`src/rtl/se_pool_ctrl.sv`:
```
// se_pool_ctrl: frame sequencer for a squeeze-excitation pooling stage.
// Streams a channel-major frame into an external pooling unit, collects one
// average per channel, then drains the squeeze vector to the excitation stage.
// Optional watchdog in WAIT is enabled by defining SE_POOL_CTRL_TIMEOUT_EN.
module se_pool_ctrl #(
  parameter int DATA_WIDTH     = 16,
  parameter int IN_HEIGHT      = 2,
  parameter int IN_WIDTH       = 2,
  parameter int CHANNELS       = 2,
  parameter int TIMEOUT_CYCLES = 50,
  localparam int CW = (CHANNELS > 1) ? $clog2(CHANNELS) : 1
) (
  input  logic                  clk,
  input  logic                  rst,
  input  logic                  start,
  output logic                  busy,
  output logic                  done,
  input  logic [DATA_WIDTH-1:0] s_data,
  input  logic                  s_valid,
  output logic                  s_ready,
  output logic                  pool_clr,
  output logic                  pool_in_valid,
  output logic [DATA_WIDTH-1:0] pool_in_data,
  input  logic [DATA_WIDTH-1:0] pool_out_data,
  input  logic                  pool_out_valid,
  output logic [DATA_WIDTH-1:0] m_data,
  output logic                  m_valid,
  input  logic                  m_ready,
  output logic                  m_last,
  output logic [CW-1:0]         m_chan,
  output logic                  err_timeout
);

  localparam int TOTAL = IN_HEIGHT * IN_WIDTH * CHANNELS;
  localparam int IW    = $clog2(TOTAL + 1);
  localparam int RW    = $clog2(CHANNELS + 1);

  typedef enum logic [1:0] {IDLE, FEED, WAIT, DRAIN} state_t;

  state_t                  state, state_nx;
  logic [IW-1:0]           in_cnt;
  logic [RW-1:0]           res_cnt;
  logic [CW-1:0]           idx;
  logic [CW-1:0]           wr_idx;
  logic [DATA_WIDTH-1:0]   res_buf [CHANNELS];
  logic                    s_hs, m_hs, start_acc, res_wr, last_in, last_chan;
  logic                    res_full, timeout_hit;

  // Handshake and qualifier decode shared by the FSM and datapath.
  // done is only ever high in IDLE, so masking start with it drops a start
  // that coincides with the completion pulse.
  always_comb begin
    s_hs      = (state == FEED) && s_valid;
    m_hs      = (state == DRAIN) && m_ready;
    start_acc = (state == IDLE) && start && !done;
    res_full  = (res_cnt == RW'(CHANNELS));
    res_wr    = ((state == FEED) || (state == WAIT)) && pool_out_valid && !res_full;
    last_in   = (in_cnt == IW'(TOTAL - 1));
    last_chan = (idx == CW'(CHANNELS - 1));
    wr_idx    = res_cnt[CW-1:0];
  end

  // Next-state logic and combinational outputs.
  always_comb begin
    state_nx = state;
    busy     = (state != IDLE);
    s_ready  = (state == FEED);
    pool_clr = start_acc && !rst;
    m_valid  = (state == DRAIN);
    m_data   = '0;
    m_chan   = '0;
    m_last   = 1'b0;
    if (state == DRAIN) begin
      m_data = res_buf[idx];
      m_chan = idx;
      m_last = last_chan;
    end
    unique case (state)
      IDLE:  if (start_acc) state_nx = FEED;
      FEED:  if (s_hs && last_in) state_nx = WAIT;
      WAIT:  if (timeout_hit) state_nx = IDLE;
             else if (res_full) state_nx = DRAIN;
      DRAIN: if (m_hs && last_chan) state_nx = IDLE;
      default: state_nx = IDLE;
    endcase
  end

  // State register.
  always_ff @(posedge clk or posedge rst) begin
    if (rst) state <= IDLE;
    else     state <= state_nx;
  end

  // Counters, result buffer, pooling-unit feed register and done pulse.
  always_ff @(posedge clk or posedge rst) begin
    if (rst) begin
      in_cnt        <= '0;
      res_cnt       <= '0;
      idx           <= '0;
      pool_in_valid <= 1'b0;
      pool_in_data  <= '0;
      done          <= 1'b0;
      for (int unsigned i = 0; i < CHANNELS; i++) res_buf[i] <= '0;
    end else begin
      pool_in_valid <= s_hs;
      if (s_hs) pool_in_data <= s_data;
      done <= m_hs && last_chan;
      if (start_acc) begin
        in_cnt  <= '0;
        res_cnt <= '0;
        idx     <= '0;
      end else begin
        if (s_hs) in_cnt <= in_cnt + IW'(1);
        if (res_wr) begin
          res_buf[wr_idx] <= pool_out_data;
          res_cnt         <= res_cnt + RW'(1);
        end
        if (m_hs) idx <= last_chan ? '0 : idx + CW'(1);
      end
    end
  end

`ifdef SE_POOL_CTRL_TIMEOUT_EN
  localparam int TW = $clog2(TIMEOUT_CYCLES + 1);
  logic [TW-1:0] wd_cnt;
  logic          err_q;

  assign timeout_hit = (state == WAIT) && !pool_out_valid &&
                       (wd_cnt == TW'(TIMEOUT_CYCLES - 1));
  assign err_timeout = err_q;

  // Watchdog: counts idle WAIT cycles, restarts on every pooling result.
  always_ff @(posedge clk or posedge rst) begin
    if (rst) begin
      wd_cnt <= '0;
      err_q  <= 1'b0;
    end else begin
      if ((state != WAIT) || pool_out_valid) wd_cnt <= '0;
      else                                   wd_cnt <= wd_cnt + TW'(1);
      if (timeout_hit) err_q <= 1'b1;
    end
  end
`else
  assign timeout_hit = 1'b0;
  assign err_timeout = 1'b0;
`endif

endmodule
```
`config.mk`:
```
export PLATFORM = sky130hd
export DESIGN_NAME = se_pool_ctrl
export DESIGN_NICKNAME = d
export VERILOG_FILES = /design/src/rtl/se_pool_ctrl.sv
export SDC_FILE = /design/constraint.sdc
export NUM_CORES = 1
export LEC_CHECK = 0
export BUFFER_PORTS_ARGS = -buffer_cell sky130_fd_sc_hd__buf_4
export CAP_MARGIN = 20
export CELL_PAD_IN_SITES_DETAIL_PLACEMENT = 0
export CELL_PAD_IN_SITES_GLOBAL_PLACEMENT = 1
export CORE_ASPECT_RATIO = 1.4
export CORE_UTILIZATION = 40
export DETAILED_ROUTE_END_ITERATION = 16
export PLACE_DENSITY = 0.85
export SLEW_MARGIN = 40
export SYNTH_ARGS = -nofsm -noshare
export SYNTH_HDL_FRONTEND = slang
export SYNTH_SLANG_ARGS = --single-unit
```
`constraint.sdc`:
```
create_clock -name clk -period 3 [get_ports clk]
set_input_delay 0 -clock clk [delete_from_list [all_inputs] [get_ports clk]]
set_output_delay 0 -clock clk [all_outputs]
set_load 0.005 [all_outputs]
```
* Word-level counts from Yosys, hierarchy flattened
Cells that the tools add are included.
** Word-level totals
- Input port bits :: 38
- Register bits after elaboration :: 59
** Operators by class
- Add/sub/neg operators :: 3
- Reduce and logical (&&, ||, !) cells :: 21
- Bitwise gates (word level) :: 3
- $lt $le $gt $ge :: 3
- Muxes and demuxes :: 20
- Eq/ne operators :: 9
** Operators with widths (number)
- 16-bit 2-to-1 mux :: 5
- 32-bit bitwise mux :: 1
- 16-bit demux with 1-bit select :: 1
- 2-bit 2-to-1 mux :: 6
- 1-bit logical AND :: 10
- 4-bit 2-to-1 mux :: 2
- 2-bit one-hot mux with 4 select lines :: 1
- 2-bit nonzero test :: 4
- 2-bit equality test (second input constant) :: 3
- 4-bit by 1-bit adder with 4-bit output (second input constant) :: 1
- 4-bit by 3-bit equality test with 1-bit output (second input constant) :: 1
- 2-bit greater-or-equal comparator (second input constant) :: 2
- 1-bit 2-to-1 mux :: 4
- 2-bit by 1-bit inequality test with 1-bit output (second input constant) :: 2
- 2-bit inequality test (second input constant) :: 2
- 1-bit inverter with 2-bit output :: 2
- 4-bit AND reduction :: 1
- 1-bit logical NOT :: 3
- 2-bit by 1-bit adder with 2-bit output (second input constant) :: 1
- 2-bit by 1-bit equality test with 1-bit output (second input constant) :: 1
- 2-bit logical NOT :: 1
- 2-bit by 1-bit < comparator with 1-bit output (second input constant) :: 1
- 2-bit AND reduction :: 1
- 1-bit adder (second input constant) :: 1
- other kinds (2) :: 2

* Longest topological paths before layout
- Word-level depth :: 6
- Depth in mapped cells :: 7
- Gate-level depth less buffers :: 6

* Worst setup path before layout
No wires, ideal clock.
- Path kind :: register to register
- Start :: reg state[0]
- End :: reg res_buf[16] in the netlist's numbering
- Setup time :: 0.125 ns
- Cell stages (with the launch flop) :: 8
- Data arrival time :: 1.790 ns
- Required time :: 2.875 ns
- Clock period less this slack :: 1.915 ns
- Path slack :: 1.085 ns
- Cell sequence :: dfrtp_1 inv_1 ha_1 and2_4 buf_6 nor4_4 buf_6 mux2_2
** Between the ends
- Longest elaborated chain between the ends :: 5
** Ends and longest elaborated chain
- start: declaration :: line 40 : state_t state, state_nx;
- start signal: assignment :: line 91 : else state <= state_nx;
- 2-bit by 1-bit equality test with 1-bit output (tied with other cells) :: line 57 : res_wr = ((state == FEED) || (state == WAIT)) && pool_out_valid && !res_full;
- 1-bit logical OR or 1-bit logical AND (tied branches) :: line 57, 55
- 1-bit logical AND, on equally long branches :: line 57, 55
- 1-bit logical AND or 1-bit inverter (tied branches)
- 2-bit AND reduction (no source line) *
- end signal: indexed assignment :: line 115 : res_buf[wr_idx] <= pool_out_data;
- end: declaration :: line 45 : logic [DATA_WIDTH-1:0] res_buf [CHANNELS];
Mark *: on every way between the ends. The rest lies on a longest branch, timed or not.
A chain may end at the register's enable or synchronous reset.

* Worst setup path in the final report
- Start :: reg res_cnt[0]
- End :: reg res_buf[26] in the netlist's numbering
** Between the ends
- Longest elaborated chain between the ends :: 6
** Ends and longest elaborated chain
- start: declaration :: line 42 : logic [RW-1:0] res_cnt;
- start signal: assignment :: line 116 : res_cnt <= res_cnt + RW'(1);
- 1-bit inverter with 2-bit output (implied by the code) :: line 115
- 2-bit greater-or-equal comparator (implied by the code) or 2-bit by 1-bit < comparator with 1-bit output (tied branches) :: line 115
- 1-bit logical AND (implied by the code) :: line 115
- 16-bit 2-to-1 mux (implied by the code) :: line 115
- 16-bit demux with 1-bit select :: line 115
- 32-bit bitwise mux :: line 115
Parallel ways exist; a longest one is shown, timed or not.

==> impl_metrics.toml <==
[run_status]
outcome = "finished, violations left"
violations = "DRC"

[yosys]
yosysSeqAreaShare_pct = 54.9
synth_ff_type = "dfrtp_1"
yosysTopAreaCellShare_pct = 54.9
synth.area.top_cells = "dfrtp_1, mux2_2, mux2i_1, nor2b_1, ha_1"
syn_avg_cell_area_um2 = 13.7
mappedNetlistArea_um2 = 2690
synth_edf_count = 0
yosysMostFrequentCell = "dfrtp_1"
yosys.area.top_type = "dfrtp_1"
synthesis.nets = 241
ys_types = 31
synth-async-reset-ratio_pct = 100
yosysWarnings = 0
postSynthCellCount = 197
synthTopCellsByCount = "dfrtp_1, mux2_2, mux2i_1, nor2b_1, nor2_1"
yosys_register_bits = 59

[global_route]
gr-total-overflow = 0
grtUsageTotal_pct = 16.9
grt_antenna_before_repair = 0
grt_pass1_vias = 1892
grt_max_degree = 38
grt_pass1_wl_um = 8990

[place]
hpwl_um = 3640
gp_congestion = 0.734
portBuffers = 77
dpl.cell_count = 342

[hold_path]
hp-class = "in2reg"
worstHoldStart = "s_valid"

[sta]
worst_pin_slew_ps = 607
setup_viol = 0
final.min_clock_period_ps = 2140
maxSlewHeadroom_pct = 59.2
tns_ps = 0
final_hold_viol_count = 0
finalCritPeriodShare_pct = 71.4
rsz0062_at_grt = "no"
fmax_mhz = 467
finalClockSkew_ps = 9.71
slew_violations = 0

[die]
rows = 35
die_w_um = 71.3
coreArea_um2 = 6530
ioPinCount = 79
fp.dieH_um = 99.1
die_area_um2 = 7070
initial_core_util_pct = 41.2

[clocking]
cts-hold-fix-buffers = 34
htree_levels = 3
clock_latency_ps = 320
cts.sinks = 59
clock_path_buffers = 2
clk_pin_slew_ps = 60
cts_setup_buffers = 0
cts_tree = "yes"
cts_resized = 0
numCtsBuffers = 9
cts_root_buffer = "clkbuf_8"

[setup_path]
cp.arrival_ps = 2340
rr_startpoint = "res_cnt[0]"
cp-end-kind = "flop"
critPathLaunch = "res_cnt[0]"
crit_path_start_kind = "flop"
required_ps = 3200
path_max_fanout = 9
worstSetupPathType = "reg2reg"

[route]
drc = 2
finalWirelength_um = 5550
viasPerCell = 4.80
ant_nets = 0
routedWlPerCell_um = 14.1
vias = 1881
drtIter0Drc = 75
drt_pass1_iterations = 10

[layout]
finalNetCount = 357
stdcell_count = 392
diodes = 0
synthToLayoutAreaGrowth_pct = 44.1
drive_above_1_share_pct = 47.8

[pwr]
pwr_density_cell_nw_per_um2 = 958
leakage_uw = 0.00182
power.total_uw = 3710
ir_worst_vdd_v = 0.000502

[run]
drv_cap = 0
-- cell type report --
class                      count  area [um^2]
clock inverter                 4         47.5
sequential                    59         1480
tap                           74         92.6
multi-input combinational    121         1120
timing repair buffer         116          956
clock buffer                  12          165
fill                         527         2650
inverter                       6         22.5
-- worst paths after layout --
kind	endpoint	slack [ps]	cells past startpoint
max	res_buf[26]	860	5
min	state[0]	210	5
max reg2reg	res_buf[26]	860	5
min reg2reg	res_buf[27]	500	1
max in group asynchronous	pool_in_data[4]	1850	4
min in group asynchronous	pool_in_data[14]	270	3
-- through the flow --
| stage | hold slack, ps | setup slack (ps) | util (%) | area (um^2) |
|---|---|---|---|---|
| 2_1_floorplan | 150 | 1080 | - | 2690 |
| 6_report | 209 | 858 | 59.4 | 3880 |
| 4_1_cts | 196 | 828 | 59.4 | 3880 |
| 5_1_grt | 223 | 659 | 59.4 | 3880 |
| 3_5_place_dp | 63.8 | 827 | 51.0 | 3330 |
| 3_3_place_gp | 63.4 | 880 | 51.0 | 3330 |
-- registers in the layout, indices dropped and copies added (netlist names) --
register	flops
pool_in_valid	1
res_buf	32
done	1
res_cnt	2
pool_in_data	16
idx	1
in_cnt	4
state	2
-- routing by layer --
metal	global-route usage [%]	wire [um]
met5	0	0
met4	9.54	120
met3	2.25	138
met2	28.9	2960
met1	20.2	2330
-- layout by cell type, fill, tap and decap left out, types with 3 or more instances in the layout --
cell and instances:
clkbuf_8 12, dfrtp_1 59, dlygate4sd3_1 34, ha_1 6
buf_4 82, mux2i_1 16, xor2_1 3, nor2b_1 16
nor2_1 7, nand2_1 5, inv_1 5, mux2_2 49
-- critical path, cell delays in order (launching register included) --
cell     delay, ps
dfrtp_1        450
inv_1           80
ha_1           270
nor4_4         590
buf_4          290
mux2_2         350
-- cell families (layout without fill, tap and decap cells) --
| group | Yosys count | in the layout | share of synthesized area [%] |
|---|---|---|---|
| AO/OA/AOI/OAI | 5 | 5 | 1.39 |
| XOR/XNOR | 5 | 5 | 1.63 |
| adder cells (fa/ha/maj) | 6 | 6 | 2.79 |
| buffers and inverters | 17 | 138 | 3.58 |
| flip-flops | 59 | 59 | 54.9 |
| multiplexers | 65 | 65 | 26.5 |
| other | 1 | 1 | 0.139 |
| AND/OR/NAND/NOR | 39 | 39 | 9.16 |
-- report_power, final --
part	switching, uW	internal (uW)
sequential	203	1190
combinational	628	953
clock	291	449
total	1120	2590
No activity file was read; power rests on OpenSTA's default activity.
